==> config.mk <==
export PLATFORM = sky130hd
export DESIGN_NAME = if_stage
export DESIGN_NICKNAME = d
export VERILOG_FILES = /design/src/rtl/rv32_pkg.sv /design/src/rtl/if_stage.sv
export SDC_FILE = /design/constraint.sdc
export NUM_CORES = 1
export LEC_CHECK = 0
export BUFFER_PORTS_ARGS = -buffer_cell sky130_fd_sc_hd__buf_2
export CAP_MARGIN = 20
export CORE_MARGIN = 8
export CORE_UTILIZATION = 45
export CTS_CLUSTER_DIAMETER = 30
export DETAILED_ROUTE_END_ITERATION = 7
export PLACE_DENSITY = 0.71
export SLEW_MARGIN = 20
export SYNTH_ARGS = -nofsm -noshare
export SYNTH_HDL_FRONTEND = slang
export SYNTH_SLANG_ARGS = --single-unit
==> constraint.sdc <==
create_clock -name clk -period 2.2 [get_ports clk]
set_input_delay 0.44 -clock clk [delete_from_list [all_inputs] [get_ports clk]]
set_output_delay 0.44 -clock clk [all_outputs]
set_load 0.005 [all_outputs]
==> src/rtl/rv32_pkg.sv <==
// Shared rv32 core definitions: fetch FSM states, data width and the
// base-ISA major opcodes used by both fetch and the control unit.
package rv32_pkg;

    localparam int XLEN = 32;

    // addi x0, x0, 0
    localparam logic [XLEN-1:0] NOP_INSTR = 32'h0000_0013;

    typedef enum logic [1:0] {
        ISSUE   = 2'd0,
        WAIT    = 2'd1,
        DISCARD = 2'd2,
        HOLD    = 2'd3
    } fetch_state_t;

    localparam logic [6:0] OP_LUI    = 7'b0110111;
    localparam logic [6:0] OP_AUIPC  = 7'b0010111;
    localparam logic [6:0] OP_JAL    = 7'b1101111;
    localparam logic [6:0] OP_JALR   = 7'b1100111;
    localparam logic [6:0] OP_BRANCH = 7'b1100011;
    localparam logic [6:0] OP_LOAD   = 7'b0000011;
    localparam logic [6:0] OP_STORE  = 7'b0100011;
    localparam logic [6:0] OP_IMM    = 7'b0010011;
    localparam logic [6:0] OP_REG    = 7'b0110011;
    localparam logic [6:0] OP_FENCE  = 7'b0001111;
    localparam logic [6:0] OP_SYSTEM = 7'b1110011;

endpackage

==> src/rtl/if_stage.sv <==
// Instruction fetch: PC, single-outstanding imem requests, IF/ID register
// with a one-entry hold buffer, and redirect flushing.
module if_stage
    import rv32_pkg::*;
#(
    parameter logic [XLEN-1:0] RESET_PC = 32'h0000_0000
) (
    input  logic            clk,
    input  logic            rst,
    output logic            imem_req,
    output logic [XLEN-1:0] imem_addr,
    input  logic            imem_rvalid,
    input  logic [XLEN-1:0] imem_rdata,
    input  logic            redirect_valid,
    input  logic [XLEN-1:0] redirect_pc,
    input  logic            stall,
    output logic            id_valid,
    output logic [XLEN-1:0] id_pc,
    output logic [XLEN-1:0] id_instr,
    output logic [6:0]      opcode,
    output logic [2:0]      func3,
    output logic [6:0]      func7
);

    fetch_state_t    state, state_nxt;
    logic [XLEN-1:0] pc, pc_nxt;
    logic [XLEN-1:0] buf_pc, buf_instr;
    logic            req_c;
    logic            may_load;
    logic            ld_mem, ld_hold, ld_buf, flush;

    assign may_load  = !stall || !id_valid;
    assign imem_req  = req_c && !rst;
    assign imem_addr = pc;

    always_ff @(posedge clk) begin
        if (rst) begin
            state <= ISSUE;
            pc    <= RESET_PC;
        end else begin
            state <= state_nxt;
            pc    <= pc_nxt;
        end
    end

    always_comb begin
        state_nxt = state;
        pc_nxt    = pc;
        req_c     = 1'b0;
        ld_mem    = 1'b0;
        ld_hold   = 1'b0;
        ld_buf    = 1'b0;
        flush     = 1'b0;
        case (state)
            ISSUE: begin
                req_c     = 1'b1;
                state_nxt = WAIT;
            end
            WAIT: begin
                if (imem_rvalid) begin
                    pc_nxt = pc + 32'd4;
                    if (may_load) begin
                        ld_mem    = 1'b1;
                        state_nxt = ISSUE;
                    end else begin
                        ld_buf    = 1'b1;
                        state_nxt = HOLD;
                    end
                end
            end
            HOLD: begin
                if (!stall) begin
                    ld_hold   = 1'b1;
                    state_nxt = ISSUE;
                end
            end
            DISCARD: begin
                if (imem_rvalid) state_nxt = ISSUE;
            end
            default: state_nxt = ISSUE;
        endcase

        // A redirect overrides all of the above. Whether a response is still
        // owed decides between dropping it later (DISCARD) or refetching now.
        if (redirect_valid) begin
            flush   = 1'b1;
            ld_mem  = 1'b0;
            ld_hold = 1'b0;
            ld_buf  = 1'b0;
            pc_nxt  = {redirect_pc[XLEN-1:2], 2'b00};
            if (state == ISSUE || ((state == WAIT || state == DISCARD) && !imem_rvalid))
                state_nxt = DISCARD;
            else
                state_nxt = ISSUE;
        end
    end

    always_ff @(posedge clk) begin
        if (rst) begin
            id_valid <= 1'b0;
            id_pc    <= '0;
            id_instr <= NOP_INSTR;
        end else if (flush) begin
            id_valid <= 1'b0;
        end else if (ld_mem) begin
            id_valid <= 1'b1;
            id_pc    <= pc;
            id_instr <= imem_rdata;
        end else if (ld_hold) begin
            id_valid <= 1'b1;
            id_pc    <= buf_pc;
            id_instr <= buf_instr;
        end else if (!stall) begin
            id_valid <= 1'b0;
        end
    end

    always_ff @(posedge clk) begin
        if (rst) begin
            buf_pc    <= '0;
            buf_instr <= NOP_INSTR;
        end else if (ld_buf) begin
            buf_pc    <= pc;
            buf_instr <= imem_rdata;
        end
    end

    assign opcode = id_instr[6:0];
    assign func3  = id_instr[14:12];
    assign func7  = id_instr[31:25];

endmodule

==> flow_summary_export.csv <==
group,metric,value,unit
final_layout,layout.cells.most_common_list,"176 x sky130_fd_sc_hd__buf_2, 157 x sky130_fd_sc_hd__dfxtp_1, 148 x sky130_fd_sc_hd__nand2_1, 91 x sky130_fd_sc_hd__nor2_1, 72 x sky130_fd_sc_hd__a211oi_1",
pwr,report.power.total,6.73,mW
critical_path,critPathLaunchType,"flip-flop",
logic_synthesis,avg_inst_size_synth,8.43,um2
placed_design,dpl-instance-area,8150,um2
pwr,power_leakage,3.50,nW
critical_path,delay_contributed_by_the_slowest_stage_of_the_critical_path,570,ps
sta,setup_repair_after_global_routing_missed_its_margin,"no",
placed_design,io_buffer_count,177,
sta,skew,8.18,ps
grt,pin_count_of_the_biggest_net_entering_global_routing,63,
sta,finalSetupTns,0,ps
detailed_routing,detail_route.iter0.violations,301,
pwr,cellPowerDensity,763,nW/um2
final_layout,final_util,58.2,%
detailed_routing,detailedRoute.firstPassIterationCount,4,
grt,first_global_vias,6077,
logic_synthesis,yosysTopAreaCellShare,45.3,%
logic_synthesis,ys_seq_elements,157,
critical_path,path_max_fanout,6,
logic_synthesis,synth_area_leaders,"sky130_fd_sc_hd__dfxtp_1 45%, sky130_fd_sc_hd__mux2i_1 8.5%, sky130_fd_sc_hd__nand2_1 8.0%",
critical_path,timing.critical_path.slowest_stage_cell,"sky130_fd_sc_hd__or4_4",
sta,timing.final.crit_period,2100,ps
clocking,clkSlewWorstSetupHoldPaths,60,ps
sta,final.period_utilization,95.7,%
detailed_routing,detailroute.via_count,6372,
detailed_routing,wire_per_inst,16.1,um
floorplan,die_width,140,um
clocking,cts.hold.buffers_added,0,
critical_path,critical_path_arrival,2430,ps
pwr,vdd.ir_drop.worst,0.506,mV
grt,grt_pass1_wl,30900,um
final_layout,mostFrequentLayoutCell,"sky130_fd_sc_hd__buf_2",
placed_design,hpwl,13200,um
critical_path,setup.worst_path.class,"reg2reg",
floorplan,die_height,140,um
sta,timing.final.hold_violations,0,
final_layout,finished_cell_area,8820,um2
run,drv_cap,0,
critical_path,cp_num_buf_inv,2,
floorplan,start_util,45.8,%
floorplan,floorplan.rows,45,
clocking,numCtsBuffers,17,
run_status,status,"completed",
final_layout,drive_above_1_share,27.0,%
logic_synthesis,ys.warnings.count,0,
final_layout,antenna-diode-count,0,
floorplan,boundaryPins,184,
critical_path,worst_setup_path_end_kind,"flip-flop",
worst_hold_path,hold_class,"in2reg",
placed_design,gp_routability_congestion,0.765,
logic_synthesis,syn_inst,823,
clocking,max-clock-path-buffers,2,
critical_path,worstPathCellList,"inv_1, ha_2, buf_4, nand4_1, or4_4, or3_1, a311oi_2",
critical_path,timing.critical_path.required,2530,ps
sta,final-max-slew-violation-count,0,
clocking,cts.sink_count,157,
final_layout,flow.area_growth_from_synthesis,27.1,%
sta,fmax,475,MHz
grt,gr-usage-all-layers,19.1,%
logic_synthesis,syn-cell-area,6940,um2
detailed_routing,post-route-drc-count,0,
critical_path,cp_top_family,"simple AND/OR/NAND/NOR gates",
floorplan,coreArea,15100,um2
detailed_routing,avgViaCountPerCell,5.37,
grt,grt_overflow_total,0,
detailed_routing,drtAntennaViolNets,0,
grt,grt_antenna_before_repair,0,
logic_synthesis,synth_top_area_cell,"sky130_fd_sc_hd__dfxtp_1",
clocking,tritoncts_clock_tree,"built",
final_layout,number_of_nets_in_the_layout,1062,
clocking,clockRootBuffer,"sky130_fd_sc_hd__clkbuf_16",
logic_synthesis,post_synth_num_cell_types,46,
sta,fin_worst_hold_slack,265,ps
clocking,cts_htree_levels,4,
detailed_routing,wl,19100,um
logic_synthesis,seq_area_frac_synth,45.3,%
clocking,clk-insertion-delay-late,420,ps
floorplan,fp.dieArea,19600,um2
sta,setup_failing_eps_final,0,
layer usage:
metal,vias to the layer above,track usage (%),routed length [um]
li1,3196,-,-
met1,2979,24.5,8980
met2,182,31.1,8850
met3,15,4.83,1090
met4,0,5.54,213
met5,-,0,0
worst reg2reg max path: cells and delay by family, from the launching register on:
kind / cells / cell delay [ps]
flip-flops: 1 / 310
buffers and inverters: 2 / 210
AO/OA/AOI/OAI: 1 / 270
adder cells (fa/ha/maj): 1 / 190
AND/OR/NAND/NOR: 3 / 1040
cell usage after synthesis, drive strengths merged:
| library cell | instances |
|---|---|
| a2111oi | 1 |
| a211oi | 72 |
| a21boi | 1 |
| a21o | 1 |
| a21oi | 65 |
| a221o | 1 |
| a221oi | 3 |
| a311oi | 14 |
| a31oi | 1 |
| and2 | 1 |
| and3 | 5 |
| and4 | 4 |
| buf | 31 |
| clkbuf | 54 |
| conb | 1 |
| dfxtp | 157 |
| ha | 6 |
| inv | 11 |
| mux2i | 59 |
| nand2 | 149 |
| nand3 | 9 |
| nand3b | 3 |
| nand4 | 7 |
| nor2 | 91 |
| nor2b | 4 |
| nor3 | 9 |
| nor3b | 2 |
| nor4 | 6 |
| o21a | 1 |
| o21ai | 10 |
| o21bai | 3 |
| o31a | 1 |
| o31ai | 7 |
| o41ai | 1 |
| or3 | 11 |
| or4 | 10 |
| or4b | 1 |
| xnor2 | 8 |
| xor2 | 2 |
path summary, 6_finish.rpt:
kind	cells after the start	endpoint	slack (ps)	startpoint
max reg2reg	7	imem_addr[15]	100	state[1]
max	7	imem_addr[15]	100	state[1]
min	3	buf_instr[8]	270	imem_rdata[8]
min reg2reg	2	buf_pc[26]	450	buf_pc[26]
area by class of cell:
cell class / instances / area, um2
Sequential cell: 157 / 3140
Inverter: 11 / 41.3
Clock buffer: 21 / 460
Timing Repair Buffer: 227 / 1350
Fill cell: 1341 / 6330
Multi-Input combinational cell: 573 / 3400
Tap cell: 188 / 235
Clock inverter: 10 / 188
metrics by stage:
step | setup WS [ps] | instances
2_1_floorplan | 23.3 | 826
3_3_place_gp | 54.7 | 1156
3_5_place_dp | 15.5 | 1156
4_1_cts | 26.3 | 1187
5_1_grt | 12.2 | 1187
6_report | 95.1 | 1187
cell families after synthesis:
family / share of synthesized area, %
mux: 8.51
fa+ha+maj: 1.08
simple gates: 19.9
compound gates: 17.4
other cells: 0.0541
xor+xnor: 1.26
flops: 45.3
buf+inv: 6.49
state kept, by name, indices dropped and copies added (netlist names):
register	count
imem_addr	30
state	2
id_valid	1
id_pc	30
id_instr	32
buf_instr	32
buf_pc	30
timing repair:
item / 4_1_cts / 5_1_grt
endpoints found under the hold margin: 0 / 0
endpoints found under the setup margin: 1 / 3
buffers inserted: 0 / 0
pin swaps: 0 / 1
gates resized for setup: 1 / 3
where the power goes:
part | switching (mW) | internal (mW)
combinational | 0.291 | 0.241
clock | 1.15 | 2.07
sequential | 0.0601 | 2.92
(Power assumes the default switching activity.)
